[src/rtl/spi_flash_responder.sv]
// SPI-flash target emulator: READ (byte stream from a memory port) and JEDEC-ID.
// Ports: clk_i/rst_ni, SPI pins sck_i/cs_n_i/mosi_i/miso_o/miso_oe_o, mem_* read port, busy_o.
module spi_flash_responder #(
    parameter logic [7:0]  READ_CMD    = 8'h03,
    parameter logic [7:0]  JEDEC_CMD   = 8'h9F,
    parameter logic [23:0] JEDEC_ID    = 24'hEF4018,
    parameter int          SYNC_STAGES = 2
) (
    input  logic        clk_i,
    input  logic        rst_ni,
    input  logic        sck_i,
    input  logic        cs_n_i,
    input  logic        mosi_i,
    output logic        miso_o,
    output logic        miso_oe_o,
    output logic        mem_req_o,
    output logic [23:0] mem_addr_o,
    input  logic [7:0]  mem_data_i,
    output logic        busy_o
);

    localparam logic [2:0] ST_IDLE   = 3'd0;
    localparam logic [2:0] ST_CMD    = 3'd1;
    localparam logic [2:0] ST_ADDR   = 3'd2;
    localparam logic [2:0] ST_DATA   = 3'd3;
    localparam logic [2:0] ST_ID     = 3'd4;
    localparam logic [2:0] ST_IGNORE = 3'd5;

    logic [SYNC_STAGES-1:0] sck_sync;
    logic [SYNC_STAGES-1:0] cs_sync;
    logic [SYNC_STAGES-1:0] mosi_sync;
    logic                   sck_q;

    logic sck_s;
    logic cs_s;
    logic mosi_s;
    logic rise;
    logic fall;
    logic desel;

    logic [2:0]  state;
    logic [4:0]  bit_cnt;
    logic [6:0]  cmd_sr;
    logic [22:0] addr_sr;
    logic [7:0]  tx_sr;
    logic [7:0]  hold_q;
    logic [23:0] id_sr;
    logic        pref_pend;
    logic        req_tx;
    logic        rsp_vld;
    logic        rsp_tx;

    logic [7:0]  cmd_nxt;
    logic [23:0] addr_nxt;

    assign sck_s  = sck_sync[SYNC_STAGES-1];
    assign cs_s   = cs_sync[SYNC_STAGES-1];
    assign mosi_s = mosi_sync[SYNC_STAGES-1];

    assign rise  = sck_s & ~sck_q;
    assign fall  = ~sck_s & sck_q;
    assign desel = cs_s;

    assign cmd_nxt  = {cmd_sr, mosi_s};
    assign addr_nxt = {addr_sr, mosi_s};

    // Chip select resets high so a reset release never looks like a select.
    always_ff @(posedge clk_i or negedge rst_ni) begin
        if (!rst_ni) begin
            sck_sync  <= '0;
            cs_sync   <= '1;
            mosi_sync <= '0;
            sck_q     <= 1'b0;
        end else begin
            sck_sync  <= {sck_sync[SYNC_STAGES-2:0], sck_i};
            cs_sync   <= {cs_sync[SYNC_STAGES-2:0], cs_n_i};
            mosi_sync <= {mosi_sync[SYNC_STAGES-2:0], mosi_i};
            sck_q     <= sck_s;
        end
    end

    always_ff @(posedge clk_i or negedge rst_ni) begin
        if (!rst_ni) begin
            state      <= ST_IDLE;
            bit_cnt    <= '0;
            cmd_sr     <= '0;
            addr_sr    <= '0;
            tx_sr      <= '0;
            hold_q     <= '0;
            id_sr      <= '0;
            pref_pend  <= 1'b0;
            req_tx     <= 1'b0;
            rsp_vld    <= 1'b0;
            rsp_tx     <= 1'b0;
            miso_o     <= 1'b0;
            miso_oe_o  <= 1'b0;
            mem_req_o  <= 1'b0;
            mem_addr_o <= '0;
            busy_o     <= 1'b0;
        end else begin
            mem_req_o <= 1'b0;
            rsp_vld   <= mem_req_o & ~desel;
            rsp_tx    <= req_tx;

            // Read data arrives one cycle after the strobe; steer it to
            // the shifter (first fetch) or the holding register (prefetch).
            if (rsp_vld && !desel) begin
                if (rsp_tx) begin
                    tx_sr <= mem_data_i;
                end else begin
                    hold_q <= mem_data_i;
                end
            end

            if (desel) begin
                state     <= ST_IDLE;
                bit_cnt   <= '0;
                pref_pend <= 1'b0;
                miso_o    <= 1'b0;
                miso_oe_o <= 1'b0;
                busy_o    <= 1'b0;
            end else begin
                unique case (state)
                    ST_IDLE: begin
                        state   <= ST_CMD;
                        bit_cnt <= '0;
                        busy_o  <= 1'b1;
                    end

                    ST_CMD: begin
                        if (rise) begin
                            cmd_sr <= cmd_nxt[6:0];
                            if (bit_cnt == 5'd7) begin
                                bit_cnt <= '0;
                                unique case (1'b1)
                                    (cmd_nxt == READ_CMD): begin
                                        state <= ST_ADDR;
                                    end
                                    (cmd_nxt == JEDEC_CMD): begin
                                        state     <= ST_ID;
                                        id_sr     <= JEDEC_ID;
                                        miso_oe_o <= 1'b1;
                                    end
                                    default: begin
                                        state <= ST_IGNORE;
                                    end
                                endcase
                            end else begin
                                bit_cnt <= bit_cnt + 5'd1;
                            end
                        end
                    end

                    ST_ADDR: begin
                        if (rise) begin
                            addr_sr <= addr_nxt[22:0];
                            if (bit_cnt == 5'd23) begin
                                bit_cnt    <= '0;
                                mem_req_o  <= 1'b1;
                                mem_addr_o <= addr_nxt;
                                req_tx     <= 1'b1;
                                pref_pend  <= 1'b1;
                                miso_oe_o  <= 1'b1;
                                state      <= ST_DATA;
                            end else begin
                                bit_cnt <= bit_cnt + 5'd1;
                            end
                        end
                    end

                    ST_DATA: begin
                        // Back-to-back strobe right after the first fetch
                        // fills the holding register before the first fall.
                        if (pref_pend) begin
                            pref_pend  <= 1'b0;
                            mem_req_o  <= 1'b1;
                            mem_addr_o <= mem_addr_o + 24'd1;
                            req_tx     <= 1'b0;
                        end
                        if (fall) begin
                            miso_o <= tx_sr[7];
                            if (bit_cnt == 5'd7) begin
                                bit_cnt    <= '0;
                                tx_sr      <= hold_q;
                                mem_req_o  <= 1'b1;
                                mem_addr_o <= mem_addr_o + 24'd1;
                                req_tx     <= 1'b0;
                            end else begin
                                bit_cnt <= bit_cnt + 5'd1;
                                tx_sr   <= {tx_sr[6:0], 1'b0};
                            end
                        end
                    end

                    ST_ID: begin
                        if (fall) begin
                            miso_o <= id_sr[23];
                            if (bit_cnt == 5'd23) begin
                                bit_cnt <= '0;
                                id_sr   <= JEDEC_ID;
                            end else begin
                                bit_cnt <= bit_cnt + 5'd1;
                                id_sr   <= {id_sr[22:0], 1'b0};
                            end
                        end
                    end

                    ST_IGNORE: begin
                        miso_oe_o <= 1'b0;
                    end

                    default: begin
                        state <= ST_IDLE;
                    end
                endcase
            end
        end
    end

endmodule
[config.mk]
export PLATFORM = sky130hd
export DESIGN_NAME = spi_flash_responder
export DESIGN_NICKNAME = d
export VERILOG_FILES = /design/src/rtl/spi_flash_responder.sv
export SDC_FILE = /design/constraint.sdc
export NUM_CORES = 1
export LEC_CHECK = 0
export BUFFER_PORTS_ARGS = -buffer_cell sky130_fd_sc_hd__buf_2
export CAP_MARGIN = 20
export CORE_AREA = 2 2 110 90
export CTS_CLUSTER_SIZE = 14
export DETAILED_ROUTE_END_ITERATION = 10
export DIE_AREA = 0 0 112 92
export GPL_ROUTABILITY_DRIVEN = 0
export PLACE_DENSITY = 0.78
export SLEW_MARGIN = 15
export SYNTH_ARGS = -nofsm -noshare
export SYNTH_HDL_FRONTEND = slang
export SYNTH_SLANG_ARGS = --single-unit
export TNS_END_PERCENT = 50
[constraint.sdc]
create_clock -name clk_i -period 2.3 [get_ports clk_i]
set_input_delay 0.69 -clock clk_i [delete_from_list [all_inputs] [get_ports clk_i]]
set_output_delay 0.69 -clock clk_i [all_outputs]
set_load 0.05 [all_outputs]
Yosys cells after proc, flatten, opt, wreduce, memory -nomap -nowiden
Cells that the tools add are included.
{"block": "totals", "reg_bits": 117, "latchBits": 0, "ram_bits": 0, "rom_bits": 0, "inputBits": 13, "out_inout_bits": 28, "word_cells": 132, "mem_count": 0}
{"block": "classes", "add_sub_neg": 2, "n_mul": 0, "n_div": 0, "magnitude_cmp": 0, "n_eq_ne": 23, "n_shift": 0, "mux": 59, "bitwise_logic": 7, "n_reduce_logical": 21}
{"cell": "$mux W24", "count": 10}
{"cell": "$pmux W24 S2", "count": 2}
{"cell": "$mux W8", "count": 6}
{"cell": "$mux W5", "count": 7}
{"cell": "$pmux W5 S5", "count": 1}
{"cell": "$add A24 B1 Y24 const B", "count": 1}
{"cell": "$mux W1", "count": 21}
{"cell": "$ne A3 B3 Y1 const B", "count": 7}
{"cell": "$mux W3", "count": 5}
{"cell": "$ne A2 B2 Y1 const B", "count": 6}
{"cell": "$pmux W3 S4", "count": 1}
{"cell": "$reduce_and A3 Y1", "count": 4}
{"cell": "$reduce_and A6 Y1", "count": 2}
{"cell": "$reduce_and A5 Y1", "count": 2}
{"cell": "$eq A8 B2 Y1 const B", "count": 1}
{"cell": "$eq A8 B8 Y1 const B", "count": 1}
{"cell": "$pmux W1 S2", "count": 4}
{"cell": "$eq A3 B2 Y1 const B", "count": 2}
{"cell": "$eq A3 B3 Y1 const B", "count": 2}
{"cell": "$pmux W3 S2", "count": 1}
{"cell": "$reduce_bool A2 Y1", "count": 3}
{"cell": "$reduce_bool A3 Y1", "count": 2}
{"cell": "$reduce_bool A6 Y1", "count": 1}
{"cell": "$add A5 B1 Y5 const B", "count": 1}
{"cell": "14 further kinds", "count": 19}

Logic depth before layout (Yosys ltp)
{"block": "logic_depth", "word_depth": 6, "depth_mapped": 8, "mapped_depth_nobuf": 6}

Worst setup path before layout
OpenSTA, ideal clock, no wires.
{"block": "synth_timing", "path_kind": "register -> register", "from": "register mem_addr_o[2]", "to": "register mem_addr_o[23]", "setup_ns": 0.126, "arrival_ns": 1.955, "t_required_ns": 2.174, "setup_slack_ns": 0.219, "stages_incl_launch_ff": 6, "path_buffers": 0, "period_less_slack_ns": 2.081, "path_cell_list": "dfrtp_1 > nand4_4 > nor4_2 > and4bb_1 > xor2_1 > a221o_1"}
{"block": "synth_via", "elab_chain_cells": 5}
{"item": "from (decl)", "line_no": "17", "source": "output logic [23:0] mem_addr_o,"}
{"item": "from (signal assigned)", "line_no": "160", "source": "mem_addr_o <= addr_nxt;"}
{"item": "from (signal assigned)", "line_no": "177", "source": "mem_addr_o <= mem_addr_o + 24'd1;"}
{"item": "from (signal assigned)", "line_no": "186", "source": "mem_addr_o <= mem_addr_o + 24'd1;"}
{"item": "$add A24 B1 Y24 *", "line_no": "177, 186"}
{"item": "$mux W24", "line_no": "174", "source": "if (pref_pend) begin"}
{"item": "$mux W24", "line_no": "182", "source": "if (bit_cnt == 5'd7) begin"}
{"item": "$mux W24 *", "line_no": "180", "source": "if (fall) begin"}
{"item": "$pmux W24 S2 *", "line_no": "123", "source": "unique case (state)"}
Mark *: on every way between the ends. The rest lies on a longest branch, timed or not.
A chain may end at the register's enable or synchronous reset.

Final worst setup path
{"block": "layout_timing", "from": "register bit_cnt[0]", "to": "register id_sr[8]"}
{"block": "layout_via", "elab_chain_cells": 4, "word_cells_on_any_way": 7, "cone_classes": "eq/ne (3); mux (3); reduce/logical (1)"}
{"item": "from (decl)", "line_no": "42", "source": "logic [4:0] bit_cnt;"}
{"item": "from (signal assigned)", "line_no": "149", "source": "bit_cnt <= bit_cnt + 5'd1;"}
{"item": "from (signal assigned)", "line_no": "166", "source": "bit_cnt <= bit_cnt + 5'd1;"}
{"item": "from (signal assigned)", "line_no": "189", "source": "bit_cnt <= bit_cnt + 5'd1;"}
{"item": "$eq A5 B5 Y1", "line_no": "198", "source": "if (bit_cnt == 5'd23) begin"}
{"item": "$mux W24", "line_no": "198"}
{"item": "$mux W24", "line_no": "196", "source": "if (fall) begin"}
{"item": "$pmux W24 S2", "line_no": "123"}
{"item": "to (signal assigned)", "line_no": "203", "source": "id_sr <= {id_sr[22:0], 1'b0};"}
{"item": "to (decl)", "line_no": "47", "source": "logic [23:0] id_sr;"}
Parallel ways exist; a longest one is shown, timed or not. The select of a mux whose other input is x is not followed.

==> flow_summary_export.csv <==
group,metric,value,unit
global_routing,grt_use_met3,0.0787,
synthesis,synthMuxAreaShare,0.0957,
detailed_routing,via_per_inst,6.30,
placed_design,hpwl,8.46,mm
placed_design,dpl.cell_count,645,
global_routing,grt_pass1_vias,4208,
synthesis,syn_area_per_cell,11.1,um2
synthesis,synthXorXnorAreaFrac,0.00809,
synthesis,synth_top_family_by_area,"compound AO/OA/AOI/OAI gates",
synthesis,synth_compound_area_frac,0.169,
status,status,"finished clean",
worst_setup_path,critPathMaxStageDelay,0.40,ns
final_layout,fin_cells,676,
cts,clockBufferDepth,2,
power,p_leak,0.00309,uW
power,power_density,764,nW/um2
cts,clockRootBuffer,"clkbuf_16",
worst_setup_path,end_kind,"register",
cts,clk_pin_slew,0.05,ns
final_layout,finalNetCount,560,
cts,cts_sinks,114,
floorplan,core_area,9370,um2
sta,relSlewSlack,0.640,
synthesis,seq_area_frac_synth,0.528,
synthesis,yosys_warnings,0,
cts,h-tree-depth,4,
synthesis,async_flop_share,1.00,
synthesis,synth_fa_ha_area_frac,0.00462,
worst_setup_path,required,2.59,ns
synthesis,netlist_area,5410,um2
cts,clkLatencyLatePin,0.41,ns
cts,cts_tree,"yes",
floorplan,die_area,10300,um2
final_layout,diodes,0,
worst_setup_path,start_kind,"register",
synthesis,synth-main-ff-cell,"dfrtp_1",
job,drv_cap,0,
floorplan,die_w,112,um
cts,postCtsSetupBuffers,0,
synthesis,ys_ff_latch,114,
synthesis,synth.most_common_cell,"dfrtp_1",
synthesis,synthCells,486,
detailed_routing,dr.pass1.iters,6,
global_routing,grtUsageMet1,0.364,
detailed_routing,drcViolationCount,0,
worst_setup_path,slowest_stage,"dfrtp_1",
cts,post_cts_resized,0,
worst_setup_path,critPathKind,"reg2reg",
sta,min_period,2.08,ns
worst_setup_path,crit_path_max_fanout,11,
sta,hold_viol,0,
detailed_routing,drt_wl_total,12.8,mm
min_path,hold_path_class,"in2async",
sta,report.final.setup_viol,0,
global_routing,grt-busiest-layer,"met2",
synthesis,synth_top_area_cell,"dfrtp_1",
power,ir_worst_vdd,0.835,mV
global_routing,grt_max_degree,64,
synthesis,synth.top_cells.by_area,"dfrtp_1 (52%), mux2_1 (4.8%), a21oi_1 (3.3%)",
floorplan,initial_core_util,0.578,
synthesis,yosysUniqueCellTypes,67,
worst_setup_path,arrival,2.37,ns
synthesis,synth_simple_gate_area_frac,0.167,
synthesis,synth_edf_count,0,
sta,fin_skew,0.00698,ns
detailed_routing,vias,4261,
synthesis,ys_top_cells_by_count,"dfrtp_1 (112), a21oi_1 (36), nand2_1 (30), nor2_1 (28), nand3_1 (24)",
sta,worstMarginPinSlew,0.538,ns
sta,period_share,0.904,
sta,rsz0062_at_grt,"false",
global_routing,track_usage,0.262,
sta,max_freq,481,MHz
detailed_routing,drt_iter0_markers,379,
detailed_routing,ant_nets,0,
final_layout,drive_gt1_frac,0.228,
floorplan,pin_count,41,
global_routing,antenna_found_initial,0,
final_layout,area.growth.synth_to_final,19.1,%
floorplan,die_y,92,um
detailed_routing,wl_per_cell,18.9,um
floorplan,core.rowCount,32,
synthesis,syn_nets,501,
cts,cts_buffers,17,
global_routing,grt_pass1_wl,21.0,mm
placed_design,io_buffer_count,40,
sta,drv_slew,0,
synthesis,yosysTopAreaCellShare,0.518,
sta,tns,0,ns
cts,cts_hold_buffers,0,
worst_setup_path,crit_chain,"ha_1 -> nand4bb_1 -> nor2_2 -> nor3_1 -> a211o_1 -> a22o_1",
global_routing,grt_overflow,0,
global_routing,met2_usage,0.397,
## routing by layer
layer / part of all wire / vias up / routed length, um
li1: - / 1953 / -
met1: 0.45 / 2099 / 5780
met2: 0.46 / 187 / 5840
met3: 0.074 / 22 / 943
met4: 0.015 / 0 / 190
met5: 0 / - / 0
## worst max-delay path: cells and delay by family, from the launching register on
family,cells,cell delay [ns]
fa+ha+maj,1,0.29
simple gates,3,0.60
flops,1,0.40
compound gates,2,0.67
## state kept, by name, summed over array words and instances (netlist names)
name and cells:
mem_addr_o 24, addr_sr 23, id_sr 21, hold_q 8, tx_sr 8, cmd_sr 7, bit_cnt 5, state 3
cs_sync 2, mosi_sync 2, sck_sync 2, busy_o 1, mem_req_o 1, miso_o 1, miso_oe_o 1, pref_pend 1
req_tx 1, rsp_tx 1, rsp_vld 1, sck_q 1
## layout make-up
cell class                      count  area [um2]
Tap cell                          119         149
Timing Repair Buffer               68         425
Clock inverter                     11         135
Multi-Input combinational cell    341        2400
Sequential cell                   114        2860
Inverter                            3        11.3
Clock buffer                       20         467
Fill cell                         714        2920
## final timing paths
path	start	endpoint	slack, ns	cells after the start
hold / removal	rst_ni	tx_sr[1]$_DFF_PN0_	0.20	1
setup / recovery	bit_cnt[0]$_DFFE_PN0P_	id_sr[8]$_DFFE_PN0P_	0.22	6
hold reg to reg	cs_sync[0]$_DFF_PN1_	cs_sync[1]$_DFF_PN1_	0.36	0
setup reg to reg	bit_cnt[0]$_DFFE_PN0P_	id_sr[8]$_DFFE_PN0P_	0.22	6
min in group clk_i	cs_sync[0]$_DFF_PN1_	cs_sync[1]$_DFF_PN1_	0.36	0
max in group asynchronous	rst_ni	cs_sync[0]$_DFF_PN1_	1.40	2
## metrics by stage
step | total power (uW) | hold slack, ns | utilization | area [um2] | worst slack (ns)
finish | 4930 | 0.204 | 0.688 | 6450 | 0.220
detailed placement | 2310 | 0.342 | 0.624 | 5840 | 0.306
CTS | 4970 | 0.204 | 0.688 | 6450 | 0.227
floorplan | 2210 | 0.331 | - | 5410 | 0.219
global route | 5100 | 0.216 | 0.688 | 6450 | 0.0630
global placement | 2300 | 0.333 | 0.624 | 5840 | 0.351
## cells in the final DEF (no fill, tap or decap), drive strengths merged, types with 7 or more instances in the layout
cell type / Yosys / final
and3: 7 / 7
o21ai: 8 / 8
nand2: 30 / 30
nor2: 31 / 31
mux2: 38 / 38
a21oi: 36 / 36
a211oi: 12 / 12
nor3: 10 / 10
mux2i: 9 / 9
buf: 13 / 68
a22o: 13 / 13
clkbuf: 15 / 20
nand3: 24 / 24
and2: 12 / 12
dfrtp: 112 / 112
nand4: 10 / 10
o22a: 17 / 17
## where the power goes
part	switching [uW]	internal (uW)
Clock	879	1770
Combinational	106	74.5
Sequential	47.7	2050
## kinds of logic (layout without fill, tap and decap cells)
logic type	count (synthesis)	in the layout
XOR/XNOR	5	5
flip-flops	114	114
AO/OA/AOI/OAI	128	128
adder cells (fa/ha/maj)	2	2
AND/OR/NAND/NOR	159	159
multiplexers	47	47
buffers and inverters	31	102
(Power assumes the default switching activity.)
